### src/rtl/inject_ctrl_if.sv
// ---------------------------------------------------------------------------
// inject_ctrl_if
//   Bundles the node-side push handshake and the router injection port of
//   inject_ctrl.
//   Node side   : node_valid, node_data, node_srcdst -> controller; node_ready <-
//   Router side : inj_data, inj_srcdst, inj_active -> router; inj_accepted <-
//   Modports:
//     slave  - used by inject_ctrl (consumes node flits, drives injection port)
//     master - used by the environment (node + router) around the controller
// ---------------------------------------------------------------------------
interface inject_ctrl_if #(
  parameter int LINKWIDTH = 32,
  parameter int ADDRBITS2 = 8
);
  logic                 node_valid;
  logic [LINKWIDTH-1:0] node_data;
  logic [ADDRBITS2-1:0] node_srcdst;
  logic                 node_ready;
  logic [LINKWIDTH-1:0] inj_data;
  logic [ADDRBITS2-1:0] inj_srcdst;
  logic                 inj_active;
  logic                 inj_accepted;

  modport slave (
    input  node_valid, node_data, node_srcdst, inj_accepted,
    output node_ready, inj_data, inj_srcdst, inj_active
  );

  modport master (
    output node_valid, node_data, node_srcdst, inj_accepted,
    input  node_ready, inj_data, inj_srcdst, inj_active
  );
endinterface

### src/rtl/inject_ctrl.sv
// ---------------------------------------------------------------------------
// inject_ctrl
//   Node-side injection controller for a bufferless router. Flits offered by
//   the local node are buffered in a DEPTH-entry FIFO; the head flit is held
//   on the router injection port until the router accepts it.
//
//   Ports:
//     clock        - single clock, rising edge
//     rst_n        - asynchronous active-low reset
//     throttle     - (only with INJ_THROTTLE_EN) suppress new presentations
//     bus          - inject_ctrl_if.slave: node push handshake + injection port
//     starved      - head refused for STARVE_LIMIT consecutive cycles
//     occupancy    - registered FIFO count
//     inj_total    - accepted-flit counter, wraps modulo 2^16
//
//   Optional feature macro: INJ_THROTTLE_EN (adds the throttle input).
//
//   state   | meaning
//   --------+---------------------------------------------------------------
//   IDLE    | nothing on the injection port; outputs forced to zero
//   PRESENT | FIFO head driven on the injection port, held until accepted
// ---------------------------------------------------------------------------
module inject_ctrl #(
  parameter int LINKWIDTH    = 32,
  parameter int ADDRBITS2    = 8,
  parameter int DEPTH        = 4,
  parameter int STARVE_LIMIT = 15
) (
  input  logic                      clock,
  input  logic                      rst_n,
`ifdef INJ_THROTTLE_EN
  input  logic                      throttle,
`endif
  inject_ctrl_if.slave              bus,
  output logic                      starved,
  output logic [$clog2(DEPTH):0]    occupancy,
  output logic [15:0]               inj_total
);

  localparam int AW = $clog2(DEPTH);
  localparam int CW = AW + 1;
  localparam int EW = LINKWIDTH + ADDRBITS2;
  localparam logic [CW-1:0] DEPTH_C = CW'(DEPTH);
  localparam logic [7:0]    LIMIT_C = 8'(STARVE_LIMIT);

  typedef enum logic {IDLE, PRESENT} state_t;

  state_t          state_q, state_d;
  logic [AW-1:0]   rd_ptr_q, wr_ptr_q;
  logic [CW-1:0]   count_q, count_d;
  logic [7:0]      starve_q, starve_d;
  logic [15:0]     total_q;
  logic [EW-1:0]   mem [DEPTH];
  logic [EW-1:0]   head;
  logic            node_ready_i;
  logic            present;
  logic            push;
  logic            pop;
  logic            thr;

`ifdef INJ_THROTTLE_EN
  assign thr = throttle;
`else
  assign thr = 1'b0;
`endif

  // Ready comes from the registered count only, so a full FIFO refuses a
  // push even in the cycle a pop frees an entry.
  assign node_ready_i = (count_q < DEPTH_C);
  assign present      = (state_q == PRESENT);
  assign push         = bus.node_valid && node_ready_i;
  assign pop          = present && bus.inj_accepted;

  always_comb begin
    count_d = count_q;
    unique case ({push, pop})
      2'b10:   count_d = count_q + CW'(1);
      2'b01:   count_d = count_q - CW'(1);
      default: count_d = count_q;
    endcase
  end

  // A presented flit is never withdrawn; throttle only blocks starting a
  // new presentation (from IDLE or right after an accept).
  always_comb begin
    state_d = state_q;
    unique case (state_q)
      IDLE: begin
        if ((count_q != '0) && !thr) state_d = PRESENT;
      end
      PRESENT: begin
        if (pop) state_d = ((count_d != '0) && !thr) ? PRESENT : IDLE;
      end
      default: state_d = IDLE;
    endcase
  end

  always_comb begin
    starve_d = '0;
    if (present && !bus.inj_accepted)
      starve_d = (starve_q == LIMIT_C) ? starve_q : starve_q + 8'd1;
  end

  always_ff @(posedge clock or negedge rst_n) begin
    if (!rst_n) begin
      state_q  <= IDLE;
      rd_ptr_q <= '0;
      wr_ptr_q <= '0;
      count_q  <= '0;
      starve_q <= '0;
      total_q  <= '0;
    end else begin
      state_q  <= state_d;
      count_q  <= count_d;
      starve_q <= starve_d;
      if (push) wr_ptr_q <= wr_ptr_q + AW'(1);
      if (pop) begin
        rd_ptr_q <= rd_ptr_q + AW'(1);
        total_q  <= total_q + 16'd1;
      end
    end
  end

  // Storage needs no reset: pointers and count define which entries are valid.
  always_ff @(posedge clock) begin
    if (push) mem[wr_ptr_q] <= {bus.node_data, bus.node_srcdst};
  end

  assign head = mem[rd_ptr_q];

  assign bus.node_ready = node_ready_i;
  assign bus.inj_active = present;
  assign bus.inj_data   = present ? head[EW-1:ADDRBITS2] : '0;
  assign bus.inj_srcdst = present ? head[ADDRBITS2-1:0]  : '0;

  assign starved   = (starve_q == LIMIT_C);
  assign occupancy = count_q;
  assign inj_total = total_q;

endmodule
### src/flat_wrapper.sv
// flat-port wrapper written by rule: the top's interface ports become plain ports
module inject_ctrl_flat 
#(
  parameter int LINKWIDTH    = 32,
  parameter int ADDRBITS2    = 8,
  parameter int DEPTH        = 4,
  parameter int STARVE_LIMIT = 15
)
  (clock, rst_n, starved, occupancy, inj_total, bus_node_valid, bus_node_data, bus_node_srcdst, bus_inj_accepted, bus_node_ready, bus_inj_data, bus_inj_srcdst, bus_inj_active);
  inject_ctrl_if #(.LINKWIDTH(LINKWIDTH), .ADDRBITS2(ADDRBITS2)) bus_i ();
  input  logic clock;
  input  logic rst_n;
  output logic starved;
  output logic [$clog2(DEPTH):0] occupancy;
  output logic [15:0] inj_total;
  input wire logic [$bits(bus_i.node_valid)-1:0] bus_node_valid;
  input wire logic [$bits(bus_i.node_data)-1:0] bus_node_data;
  input wire logic [$bits(bus_i.node_srcdst)-1:0] bus_node_srcdst;
  input wire logic [$bits(bus_i.inj_accepted)-1:0] bus_inj_accepted;
  output wire logic [$bits(bus_i.node_ready)-1:0] bus_node_ready;
  output wire logic [$bits(bus_i.inj_data)-1:0] bus_inj_data;
  output wire logic [$bits(bus_i.inj_srcdst)-1:0] bus_inj_srcdst;
  output wire logic [$bits(bus_i.inj_active)-1:0] bus_inj_active;
  assign bus_i.node_valid = bus_node_valid;
  assign bus_i.node_data = bus_node_data;
  assign bus_i.node_srcdst = bus_node_srcdst;
  assign bus_i.inj_accepted = bus_inj_accepted;
  assign bus_node_ready = bus_i.node_ready;
  assign bus_inj_data = bus_i.inj_data;
  assign bus_inj_srcdst = bus_i.inj_srcdst;
  assign bus_inj_active = bus_i.inj_active;
  inject_ctrl #(.LINKWIDTH(LINKWIDTH), .ADDRBITS2(ADDRBITS2), .DEPTH(DEPTH), .STARVE_LIMIT(STARVE_LIMIT)) u_core (.clock(clock), .rst_n(rst_n), .bus(bus_i), .starved(starved), .occupancy(occupancy), .inj_total(inj_total));
endmodule
### config.mk
export PLATFORM = sky130hd
export DESIGN_NAME = inject_ctrl_flat
export DESIGN_NICKNAME = d
export VERILOG_FILES = /design/src/rtl/inject_ctrl_if.sv /design/src/rtl/inject_ctrl.sv /design/src/flat_wrapper.sv
export SDC_FILE = /design/constraint.sdc
export NUM_CORES = 1
export LEC_CHECK = 0
export ABC_AREA = 1
export CAP_MARGIN = 15
export CORE_MARGIN = 4
export CORE_UTILIZATION = 50
export DETAILED_ROUTE_END_ITERATION = 10
export GPL_ROUTABILITY_DRIVEN = 0
export PLACE_DENSITY = 0.74
export SLEW_MARGIN = 20
export SYNTH_ARGS = -nofsm -noshare
export SYNTH_HDL_FRONTEND = slang
export SYNTH_SLANG_ARGS = --single-unit
### constraint.sdc
create_clock -name clock -period 5.9 [get_ports clock]
set_input_delay 1.18 -clock clock [delete_from_list [all_inputs] [get_ports clock]]
set_output_delay 1.18 -clock clock [all_outputs]
set_load 0.05 [all_outputs]
==> impl_metrics.json <==
{
  "core_um2": 15300,
  "relSlewSlack": 0.301,
  "cts-buffers-inserted": 17,
  "cts_tree": "yes",
  "grt_pass1_vias": 5185,
  "grt_max_degree": 82,
  "clk_latency_ns": 0.42,
  "ys_ff_latch": 192,
  "startpoint_type": "flop",
  "track_usage": 0.188,
  "startpoint": "u_core.rd_ptr_q[1]",
  "cp.required_ns": 4.72,
  "synth_cell_type_count": 31,
  "die_w_um": 133,
  "synth-main-ff-cell": "edfxtp_1",
  "die_h_um": 133,
  "drtIter0Drc": 317,
  "dr.pass1.iters": 6,
  "endpoint": "bus_inj_data[25]",
  "cts_setup_buffers": 0,
  "rows": 45,
  "cts_root_buffer": "clkbuf_16",
  "antennaDiodeCount": 0,
  "grt-ovfl-total": 0,
  "status": "complete, no violations",
  "yosys_warnings": 0,
  "syn_area_um2": 7810,
  "vdd_drop_max_v": 0.000462,
  "synthCells": 665,
  "dp_hpwl_um": 9820,
  "rsz0062_at_grt": "no",
  "postCtsResizedCells": 0,
  "vias_per_cell": 5.20,
  "drive_gt1_frac": 0.0721,
  "tns_ns": 0,
  "synth_nets": 717,
  "clock_path_buffers": 2,
  "io_buffers": 105,
  "finalHoldViolCount": 0,
  "crit_fanout": 42,
  "antenna_found_initial": 0,
  "hold_buffers": 0,
  "cp-end-kind": "primary output",
  "setup_viol": 0,
  "syn_avg_cell_area_um2": 11.7,
  "drv_cap": 0,
  "synth-edff-count": 160,
  "dpl_cell_area_um2": 9070,
  "hold_path_class": "reg2reg",
  "cts.sinks": 192,
  "wl_per_cell_um": 16.6,
  "rrSetupSlack_ns": 3.56,
  "cts.htree.levels": 4,
  "ff2ff_path_depth": 4,
  "regToRegEndpoint": "u_core.mem[0][17]",
  "ant_nets": 0,
  "final_common_cell": "nor2_1",
  "area_growth_pct": 23.4,
  "power_mw": 5.78,
  "grt_pass1_wl_um": 25900,
  "tightest_slew_ns": 1.05,
  "vias": 5140,
  "dpl_worst_slack_ns": 1.71,
  "drc": 0,
  "finalCritPeriodShare": 0.792,
  "skew_ns": 0.00506,
  "nNetsFinal": 817,
  "wirelength_um": 16400,
  "dieArea_um2": 17700,
  "fin_crit_ns": 4.67,
  "setup_ws_ns": 1.23,
  "leakagePower_nw": 3.48,
  "synth-async-reset-ratio": 0.167,
  "layout_common_cells": "184 x nor2_1, 160 x edfxtp_1, 105 x clkdlybuf4s50_1",
  "initial_core_util": 0.512,
  "max_freq_ghz": 0.214,
  "slew_violations": 0,
  "powerDensity_nw_per_um2": 599,
  "critPathKind": "reg2out",
  "cts.clk_slew.worst_paths_ns": 0.07,
  "num_io_pins": 106,
  "synth-seq-area-share": 0.718,
  "final_area_um2": 9640,
  "worstPathArrival_ns": 3.49,
  "r2r-start": "u_core.occupancy[2]"
}
[layout make-up]
cell class	instances	area [µm²]
inverters	33	125
clock buffers	18	429
repair buffers	111	1100
well taps	211	264
flip-flops and latches	192	5610
multi-input cells	410	1980
clock inverters	13	138
fillers	1144	5620
[worst min-delay path by stage]
stage | to | cells after the start | slack (ns) | startpoint
after floorplan | u_core.starve_q[7] | 2 | 0.49 | u_core.starve_q[7]
after global placement | u_core.inj_total[15] | 2 | 0.48 | u_core.inj_total[15]
after detailed placement | u_core.inj_total[15] | 2 | 0.52 | u_core.inj_total[15]
after CTS | u_core.inj_total[15] | 2 | 0.53 | u_core.inj_total[15]
after global routing | u_core.inj_total[8] | 1 | 0.55 | u_core.inj_total[8]
final | u_core.inj_total[15] | 2 | 0.53 | u_core.inj_total[15]
[logic make-up (layout without fill, tap and decap cells)]
logic type               after synthesis  after routing  synth area share
adder cells (fa/ha/maj)                8              8            0.0138
XOR/XNOR                              15             15            0.0168
buffers and inverters                 63            175            0.0325
flip-flops                           192            192             0.718
AND/OR/NAND/NOR                      260            260             0.137
AO/OA/AOI/OAI                        127            127            0.0822
[report_power, final]
| group | switching [mW] | internal [mW] |
|---|---|---|
| clock | 0.475 | 0.623 |
| combinational | 1.98 | 0.840 |
| sequential | 0.146 | 1.72 |
| total | 2.60 | 3.18 |
[registers in the layout (all words and copies together) (netlist names)]
signal                 count
u_core.mem               160
u_core.rd_ptr_q            2
u_core.bus.inj_active      1
u_core.occupancy           3
u_core.starve_q            8
u_core.inj_total          16
u_core.wr_ptr_q            2
[layer usage]
layer / GRT usage / part of all wire / up-vias
li1: - / - / 2485
met1: 0.229 / 0.41 / 2478
met2: 0.328 / 0.52 / 155
met3: 0.0392 / 0.050 / 22
met4: 0.0722 / 0.017 / 0
met5: 0 / 0 / -
[cell usage after synthesis, types with 2 or more instances]
master / number / area share
buf_2: 10 / 0.0064
nor3_1: 3 / 0.0019
o21ai_1: 31 / 0.020
nor2_1: 188 / 0.090
xor2_1: 10 / 0.011
nand4_1: 7 / 0.0056
nand2_1: 40 / 0.019
ha_1: 7 / 0.011
clkbuf_1: 17 / 0.0082
clkbuf_2: 3 / 0.0019
xnor2_1: 5 / 0.0056
nand3_1: 9 / 0.0058
inv_1: 29 / 0.014
nor2_4: 2 / 0.0029
a21oi_1: 42 / 0.027
edfxtp_1: 160 / 0.62
inv_2: 3 / 0.0014
o21ai_0: 51 / 0.033
dfrtp_1: 32 / 0.10
nor2_2: 3 / 0.0024
nand2_2: 3 / 0.0024
[critical path, cell delays in order, from the launching register on]
cell	delay, ns
dfrtp_2	0.96
inv_2	0.60
nor2_1	0.25
o21ai_0	0.13
a21oi_1	0.24
clkdlybuf4s50_1	0.86
[stage by stage]
stage,instances,hold slack [ns],utilization
floorplan,665,0.485,-
global placement,957,0.483,0.594
detailed placement,957,0.516,0.594
CTS,988,0.528,0.632
global route,988,0.552,0.632
finish,988,0.527,0.632
No activity file was read; power rests on OpenSTA's default activity.
